**config.mk**
```make
export PLATFORM = sky130hd
export DESIGN_NAME = matrix_result_collector
export DESIGN_NICKNAME = d
export VERILOG_FILES = /design/src/rtl/matrix_result_collector_pkg.sv /design/src/rtl/matrix_result_collector_regfile.sv /design/src/rtl/matrix_result_collector.sv
export SDC_FILE = /design/constraint.sdc
export NUM_CORES = 1
export LEC_CHECK = 0
export CAP_MARGIN = 20
export CORE_ASPECT_RATIO = 1.75
export CORE_MARGIN = 1
export CORE_UTILIZATION = 50
export DETAILED_ROUTE_END_ITERATION = 10
export DONT_BUFFER_PORTS = 1
export PLACE_DENSITY_LB_ADDON = 0.08
export SYNTH_ARGS = -nofsm -noshare
export SYNTH_HDL_FRONTEND = slang
export SYNTH_SLANG_ARGS = --single-unit
export TNS_END_PERCENT = 1
```
**constraint.sdc**
```tcl
create_clock -name clk -period 4.07 [get_ports clk]
set_input_delay 0.6105 -clock clk [delete_from_list [all_inputs] [get_ports clk]]
set_output_delay 0.6105 -clock clk [all_outputs]
set_load 0.02 [all_outputs]
```
**src/rtl/matrix_result_collector_pkg.sv**
```systemverilog
// Shared definitions for the matrix result collector and its register file.
// Latency: n/a (types, constants and helpers only).
// Backpressure: n/a.
package matrix_result_collector_pkg;

    // Widths shared with the sequential matrix multiplier.
    localparam int W     = 32;
    localparam int IDX_W = 5;

    typedef enum logic [1:0] {
        S_IDLE    = 2'd0,
        S_COLLECT = 2'd1,
        S_DRAIN   = 2'd2
    } state_t;

    // Row/column pointer width for an M x M array; at least one bit so M = 1 still has a port.
    function automatic int ptr_w(input int m);
        return (m <= 2) ? 1 : $clog2(m);
    endfunction

endpackage

```
**src/rtl/matrix_result_collector_regfile.sv**
```systemverilog
// M x M result register array with a written-cell map; unwritten cells read as zero.
// Latency: write lands on the next clk edge; read port is combinational.
// Backpressure: none; every write request is taken.
// Ports: clk/rst (async high, resets the written map only), i_clr clears the map,
//        i_we/i_wr_row/i_wr_col/i_wr_data write port, i_rd_row/i_rd_col -> o_rd_data read port.
module result_regfile #(
    parameter int M     = 4,
    parameter int W     = matrix_result_collector_pkg::W,
    parameter int PTR_W = matrix_result_collector_pkg::ptr_w(M)
) (
    input  logic             clk,
    input  logic             rst,
    input  logic             i_clr,
    input  logic             i_we,
    input  logic [PTR_W-1:0] i_wr_row,
    input  logic [PTR_W-1:0] i_wr_col,
    input  logic [W-1:0]     i_wr_data,
    input  logic [PTR_W-1:0] i_rd_row,
    input  logic [PTR_W-1:0] i_rd_col,
    output logic [W-1:0]     o_rd_data
);
    import matrix_result_collector_pkg::*;

    logic [W-1:0]          r_mem [M][M];
    logic [M-1:0][M-1:0]   r_written;

    // Data cells carry no reset; the written map decides whether they are visible.
    always_ff @(posedge clk) begin
        if (i_we) begin
            r_mem[i_wr_row][i_wr_col] <= i_wr_data;
        end
    end

    // A write in the same cycle as a clear survives: the clear is applied first.
    always_ff @(posedge clk or posedge rst) begin
        if (rst) begin
            r_written <= '0;
        end else begin
            if (i_clr) begin
                r_written <= '0;
            end
            if (i_we) begin
                r_written[i_wr_row][i_wr_col] <= 1'b1;
            end
        end
    end

    assign o_rd_data = r_written[i_rd_row][i_rd_col] ? r_mem[i_rd_row][i_rd_col] : '0;

endmodule

```
**src/rtl/matrix_result_collector.sv**
```systemverilog
// Collects the multiplier's (row, col, word) result stream into an M x M array and drains it row-major.
// Latency: z_stb -> z_ack one edge; mm_done -> first drain word one edge; 1 word/cycle drain.
// Backpressure: drain holds out_stb/out_data stable until out_ack; results are acked one per strobe.
// Ports: clk/rst (async high); start arms collection; z_out/z_i/z_j/z_stb/z_ack result input;
//        mm_done triggers drain; out_data/out_row/out_col/out_stb/out_ack/out_last drain port;
//        busy while collecting or draining; idx_err sticky out-of-range index flag.
module matrix_result_collector #(
    parameter int M     = 4,
    parameter int W     = matrix_result_collector_pkg::W,
    parameter int IDX_W = matrix_result_collector_pkg::IDX_W
) (
    input  logic             clk,
    input  logic             rst,
    input  logic             start,
    input  logic [W-1:0]     z_out,
    input  logic [IDX_W-1:0] z_i,
    input  logic [IDX_W-1:0] z_j,
    input  logic             z_stb,
    output logic             z_ack,
    input  logic             mm_done,
    output logic [W-1:0]     out_data,
    output logic [IDX_W-1:0] out_row,
    output logic [IDX_W-1:0] out_col,
    output logic             out_stb,
    input  logic             out_ack,
    output logic             out_last,
    output logic             busy,
    output logic             idx_err
);
    import matrix_result_collector_pkg::*;

    localparam int               PTR_W    = ptr_w(M);
    localparam logic [PTR_W-1:0] LAST_IDX = PTR_W'(M - 1);

    state_t           r_state;
    logic             r_z_ack;
    logic             r_out_stb;
    logic             r_out_last;
    logic             r_busy;
    logic             r_idx_err;
    logic [PTR_W-1:0] r_row;
    logic [PTR_W-1:0] r_col;

    logic             w_in_range;
    logic             w_accept;
    logic             w_we;
    logic [W-1:0]     w_rd_data;

    assign w_in_range = (int'(z_i) < M) && (int'(z_j) < M);
    // The ack cycle blocks re-acceptance, so the strobe still high during the ack is not a second word.
    assign w_accept   = (r_state == S_COLLECT) && z_stb && !r_z_ack;
    assign w_we       = w_accept && w_in_range;

    result_regfile #(
        .M     (M),
        .W     (W),
        .PTR_W (PTR_W)
    ) u_regfile (
        .clk       (clk),
        .rst       (rst),
        .i_clr     (start),
        .i_we      (w_we),
        .i_wr_row  (z_i[PTR_W-1:0]),
        .i_wr_col  (z_j[PTR_W-1:0]),
        .i_wr_data (z_out),
        .i_rd_row  (r_row),
        .i_rd_col  (r_col),
        .o_rd_data (w_rd_data)
    );

    always_ff @(posedge clk or posedge rst) begin
        if (rst) begin
            r_state    <= S_IDLE;
            r_z_ack    <= 1'b0;
            r_out_stb  <= 1'b0;
            r_out_last <= 1'b0;
            r_busy     <= 1'b0;
            r_idx_err  <= 1'b0;
            r_row      <= '0;
            r_col      <= '0;
        end else begin
            // A pending ack completes regardless of any state change this cycle.
            r_z_ack <= w_accept;

            // A fresh error in the same cycle as start wins over the clear.
            if (start) begin
                r_idx_err <= 1'b0;
            end
            if (w_accept && !w_in_range) begin
                r_idx_err <= 1'b1;
            end

            case (r_state)
                S_IDLE: begin
                    if (start) begin
                        r_state <= S_COLLECT;
                        r_busy  <= 1'b1;
                    end
                end
                S_COLLECT: begin
                    // start restarts collection in place and takes priority over done.
                    if (!start && mm_done) begin
                        r_state    <= S_DRAIN;
                        r_row      <= '0;
                        r_col      <= '0;
                        r_out_stb  <= 1'b1;
                        r_out_last <= (M == 1);
                    end
                end
                S_DRAIN: begin
                    if (start) begin
                        r_state    <= S_COLLECT;
                        r_out_stb  <= 1'b0;
                        r_out_last <= 1'b0;
                    end else if (out_ack) begin
                        if (r_out_last) begin
                            r_state    <= S_IDLE;
                            r_out_stb  <= 1'b0;
                            r_out_last <= 1'b0;
                            r_busy     <= 1'b0;
                        end else if (r_col == LAST_IDX) begin
                            // Next word starts a row at column 0; only final when M = 1, handled above.
                            r_col      <= '0;
                            r_row      <= r_row + PTR_W'(1);
                            r_out_last <= 1'b0;
                        end else begin
                            r_col      <= r_col + PTR_W'(1);
                            r_out_last <= (r_row == LAST_IDX) && ((r_col + PTR_W'(1)) == LAST_IDX);
                        end
                    end
                end
                default: begin
                    r_state <= S_IDLE;
                end
            endcase
        end
    end

    assign z_ack    = r_z_ack;
    assign out_stb  = r_out_stb;
    assign out_last = r_out_last;
    assign busy     = r_busy;
    assign idx_err  = r_idx_err;
    // Drain outputs read as zero whenever no word is being presented.
    assign out_data = r_out_stb ? w_rd_data : '0;
    assign out_row  = r_out_stb ? IDX_W'(r_row) : '0;
    assign out_col  = r_out_stb ? IDX_W'(r_col) : '0;

endmodule

```
# Yosys cells after proc, flatten, opt, wreduce, memory -nomap -nowiden
# Memory sizes are Yosys's and may differ from the RTL's.
# Cells that the tools add are included.
# totals
ff_bits	27
latch_bits	0
mem_bits_rw	512
mem_bits_ro	0
inputBits	48
out_inout_bits	47
elab_cells	120
n_memories	1
# classes
add_sub_neg	2
multipliers	0
div_mod_pow	0
magnitude_cmp	11
eq_ne	14
n_shift	0
n_mux	54
n_bitwise	3
n_reduce_logical	23
# memory_table
name	depth	width	read_ports	rd_ports_with_merged_regs	write_ports	line	source
u_regfile.r_mem	4	128	1	0	1	matrix_result_collector_regfile.sv:24	logic [W-1:0] r_mem [M][M];
# op_table
operator	count
2-to-1 mux 32 bit	5
2-to-1 mux 128 bit	1
binary-select mux 32 bit (select 2 bit)	1
demux 32 bit (select 2 bit)	1
2-to-1 mux 16 bit	2
2-to-1 mux 2 bit	16
2-to-1 mux 1 bit	16
bitwise OR 16 bit	1
< comparator 2 x 3 -> 1 bit, second input constant	4
!= test 2 bit, second input constant	6
logical AND 1 bit	10
< comparator 5 x 3 -> 1 bit, second input constant	2
AND reduction 5 bit	2
binary-select mux 4 bit (select 2 bit)	1
demux 4 bit (select 2 bit)	1
equality test 2 bit, second input constant	4
2-to-1 mux 4 bit	2
one-hot mux 2 bit (2 select lines)	2
AND reduction 4 bit	2
greater-or-equal comparator 3 bit, second input constant	2
!= test 3 bit, second input constant	2
inverter 2 -> 3 bit	2
one-hot mux 1 bit (2 select lines)	3
one-hot mux 2 bit (3 select lines)	1
12 further kinds	18

# Depth between registers and ports, before layout
# logic_depth
ltp_word	8
depth_mapped	6

# Modules after synthesis
# From an unflattened synthesis, not the netlist that was laid out.
# hier_totals
cells_unflattened	964
hier_area_um2	20982.6
# modules_own_cells
mod	instances	cells_each	area_per_inst_um2	seq_area_each_um2
result_regfile	1	853	20056.7	15775.1
matrix_result_collector	1	111	925.9	275.3

# Worst setup path before layout
# No wires, ideal clock.
# synth_path
path_type	in2reg
startpoint	input port z_i[4]
endpoint	memory u_regfile.r_mem[1][100] (netlist bit) (enable)
setup_ns	0.421
arrival_time_ns	3.369
required_ns	3.649
slack_ns	0.280
path_stages	5
n_path_buf	1
path_cell_list	or4_4 nor4b_4 or3b_1 buf_2 nor2_1
# synth_via
elab_chain_len	5
# synth_rtl
item	line	source
from (decl)	matrix_result_collector.sv:16	input logic [IDX_W-1:0] z_i,
< comparator 5 x 3 -> 1 bit	matrix_result_collector.sv:49	assign w_in_range = (int'(z_i) < M) && (int'(z_j) < M);
logical AND 1 bit	matrix_result_collector.sv:49	
logical AND 1 bit	matrix_result_collector.sv:52	assign w_we = w_accept && w_in_range;
2-to-1 mux 1 bit	matrix_result_collector_regfile.sv:29	if (i_we) begin
2-to-1 mux 128 bit (not written as such)	matrix_result_collector_regfile.sv:30	r_mem[i_wr_row][i_wr_col] <= i_wr_data;
to (decl)	matrix_result_collector_regfile.sv:24	
# Every way passes these cells.

# Final worst setup path
# layout_path
startpoint	register r_row[0]
endpoint	output port out_data[31]
# layout_via
elab_chain_len	6
elab_cells_between_ends	10
cone_classes	mux: 9; memory: 1
# layout_rtl
item	line	source
from (decl)	matrix_result_collector.sv:41	logic [PTR_W-1:0] r_row;
from (signal assigned)	matrix_result_collector.sv:124	r_row <= r_row + PTR_W'(1);
memory (4 x 128 bit) or binary-select mux 4 bit (select 2 bit) (tied branches)	-	
binary-select mux 32 bit (select 2 bit) or 2-to-1 mux 4 bit (tied branches)	matrix_result_collector_regfile.sv:48	assign o_rd_data = r_written[i_rd_row][i_rd_col] ? r_mem[i_rd_row][i_rd_col] : '0;
2-to-1 mux 32 bit (not written as such) or binary-select mux 1 bit (select 2 bit) (tied branches)	matrix_result_collector_regfile.sv:48	
2-to-1 mux 32 bit (not written as such) or 2-to-1 mux 1 bit (tied branches)	matrix_result_collector_regfile.sv:48	
2-to-1 mux 32 bit *	matrix_result_collector_regfile.sv:48	
2-to-1 mux 32 bit *	matrix_result_collector.sv:145	assign out_data = r_out_stb ? w_rd_data : '0;
to (decl)	matrix_result_collector.sv:21	output logic [W-1:0] out_data,
# Mark *: on every way between the ends. The rest lies on a longest branch, timed or not. The select of a mux whose other input is x is not followed.

==> reports/qor.yml <==
outcome: "finished clean"
r2r_start: "r_state[1]$_DFFE_PP0P_"
dp_hpwl_microns: 25990
hold_ws_ps: 109.6
worst-slew-pin-transition_ps: 936.0
h-tree-depth: 2
top_layer: "met4"
antenna_found_initial: 0
clkTransAtPathRegs_ps: 70
tritoncts: "yes"
worstSetupPathType: "flip-flop to primary output"
grt_pass1_vias: 10719
grt.overflow.total: 0
min_path_type: "primary input to flip-flop"
fin_setup_tns_ps: 0
ir_worst_vdd_mv: 0.3731
die_h_microns: 271.5
ys_types: 37
insertedDiodeCount: 0
grt_start_max_net_pins: 90
yosysSeqAreaShare: 0.7734
final_cell_mix: "edfxtp_1 (512), mux4_2 (131), a22oi_1 (96)"
grt_pass1_wl_microns: 66250
vias: 9644
holdPathEnd: "r_state[1]$_DFFE_PP0P_"
rsz0062_at_grt: "false"
slew_headroom: 0.3760
numCtsBuffers: 47
dp.cells: 1515
critical_path_arrival_ps: 3020
yosysTopAreaCell: "edfxtp_1"
yosys_warnings: 0
wl_met2_microns: 24330
clk_latency_ps: 560
first_pass_iters: 5
post-route-util: 0.5726
antenna_left: 0
cp.required_ps: 3460
worstHoldStart: "start"
finalSetupViolations: 0
post_cts_buffers: 0
final.period_utilization: 0.8912
fin_skew_ps: 16.88
final_nets: 1067
clk_path_buf_depth: 3
synthToLayoutAreaGrowth_pct: 12.65
drv_cap: 0
place.port_buffers: 0
clock.fmax_mhz: 275.7
io_pins: 95
rrSetupSlack_ps: 1200
rows: 98
synthCells: 956
slew_violations: 0
routed_wl_microns: 43940
clock-root-buffer: "clkbuf_16"
syn_avg_cell_area_sq_um: 21.71
synth_top_area_frac: 0.7408
route.detailed.drc: 0
wl_met1_microns: 16080
start_util: 0.5083
fillers: 3030
wl_per_cell_microns: 27.41
r2r_cells: 5
layout_commonest_cell: "edfxtp_1"
die_w_microns: 156.0
final_cells: 1603
mappedNetlistArea_sq_um: 20750
vias_per_cell: 6.016
coreArea_sq_um: 40830
fin_crit_ps: 3627
ys_seq_elements: 539
grt_usage: 0.2161
crit_fanout: 14
drive_above_1_share: 0.2821
power_leakage_nw: 7.197
p_total_mw: 10.59
startpoint_type: "flip-flop"
power.density_nw_per_um2: 452.8
met3_length_microns: 2142
synthTopCellsByArea: "edfxtp_1 (74%), mux4_2 (14%), a22oi_1 (3.5%)"
worstReg2RegEnd: "u_regfile.r_mem[2][121]$_DFFE_PP_"
holdPathStages: 1
cts_sinks: 539
worstSetupEndpointType: "primary output"
final_hold_viol_count: 0
initialDrtViolationCount: 754
die_area_sq_um: 42360
gp_congestion: 0.7205
==> cell usage after synthesis <==
cell and number:
a2111o_1 1, a2111oi_0 2, a21oi_1 7, a221o_1 1
a22o_1 1, a22oi_1 96, a31o_2 1, and2_1 5
and4bb_2 1, buf_1 5, buf_2 17, buf_4 9
clkbuf_1 35, conb_1 1, dfrtp_1 27, edfxtp_1 512
ha_1 3, inv_1 22, mux2_2 1, mux4_2 131
nand2_1 7, nand2b_1 4, nand3_1 2, nand3b_1 4
nand4b_1 1, nor2_1 23, nor2b_1 4, nor3_1 2
nor4b_4 1, nor4bb_1 1, o21ai_0 9, o22ai_1 12
o22ai_2 4, o31ai_1 1, or2_2 1, or3b_1 1
or4_4 1
==> critical path, stage by stage (launching register included) <==
cell	delay [ps]
dfrtp_4	560
mux4_2	530
a2111o_1	570
buf_4	290
a22oi_1	290
buf_4	200
==> per-stage QoR <==
stage	area, sq um	setup WS [ps]
2_1_floorplan	20770	279.9
3_3_place_gp	21880	874.5
3_5_place_dp	21880	835.2
4_1_cts	23340	396.5
5_1_grt	23380	305.0
6_report	23380	442.7
==> worst max-delay path by stage <==
stage | to | slack, ps | cells after the start | startpoint
after CTS | out_data[9] | 400 | 5 | r_col[0]$_DFFE_PP0P_
after floorplan | u_regfile.r_mem[1][100]$_DFFE_PP_ | 280 | 5 | z_i[4]
after global placement | u_regfile.r_mem[2][109]$_DFFE_PP_ | 870 | 5 | z_i[4]
final | out_data[31] | 440 | 5 | r_row[0]$_DFFE_PP0P_
after detailed placement | u_regfile.r_mem[1][110]$_DFFE_PP_ | 840 | 5 | z_i[4]
after global routing | out_data[2] | 310 | 5 | r_row[0]$_DFFE_PP0P_
==> registers in the layout, indices dropped and copies added (netlist names) <==
| register | flops |
|---|---|
| r_col | 2 |
| busy | 1 |
| r_state | 2 |
| idx_err | 1 |
| out_stb | 1 |
| r_row | 2 |
| z_ack | 1 |
| u_regfile.r_written | 16 |
| out_last | 1 |
| u_regfile.r_mem | 512 |
==> layer usage <==
metal	track usage	vias up
li1	-	4139
met1	0.2558	5142
met2	0.3941	281
met4	0.07998	0
met3	0.03305	82
met5	0	-
==> report_power, final <==
group          total, mW  internal (mW)  leakage [nW]  switching (mW)
Sequential          6.10           6.08          4.96          0.0244
Combinational      0.199         0.0696          1.52           0.129
Clock               4.29           2.36         0.719            1.93
Total               10.6           8.50          7.20            2.08
==> cell families (layout without fill, tap and decap cells) <==
family / Yosys count / after routing / synth area share
compound gates: 135 / 135 / 0.04769
fa+ha+maj: 3 / 3 / 0.001809
buf+inv: 88 / 180 / 0.01857
flops: 539 / 539 / 0.7734
mux: 132 / 132 / 0.1427
other cells: 1 / 6 / 0.0001807
simple gates: 58 / 58 / 0.01567
==> what timing repair did <==
| action | 4_1_cts | 5_1_grt |
|---|---|---|
| endpoints found under the hold margin | 0 | 8 |
| hold buffers | 0 | 1 |
| resized for setup | 0 | 0 |
| endpoints found under the setup margin | 0 | 0 |
==> cell type report <==
class                      instances  area (sq um)  share of cell area
sequential                       539         16060              0.6869
clock inverter                    28         219.0            0.009366
clock buffer                      58          1239             0.05298
multi-input combinational        334          4479              0.1916
inverter                          22         82.58            0.003532
tap                              550         688.2             0.02944
timing repair buffer              72         613.1             0.02622
(Power assumes the default switching activity.)
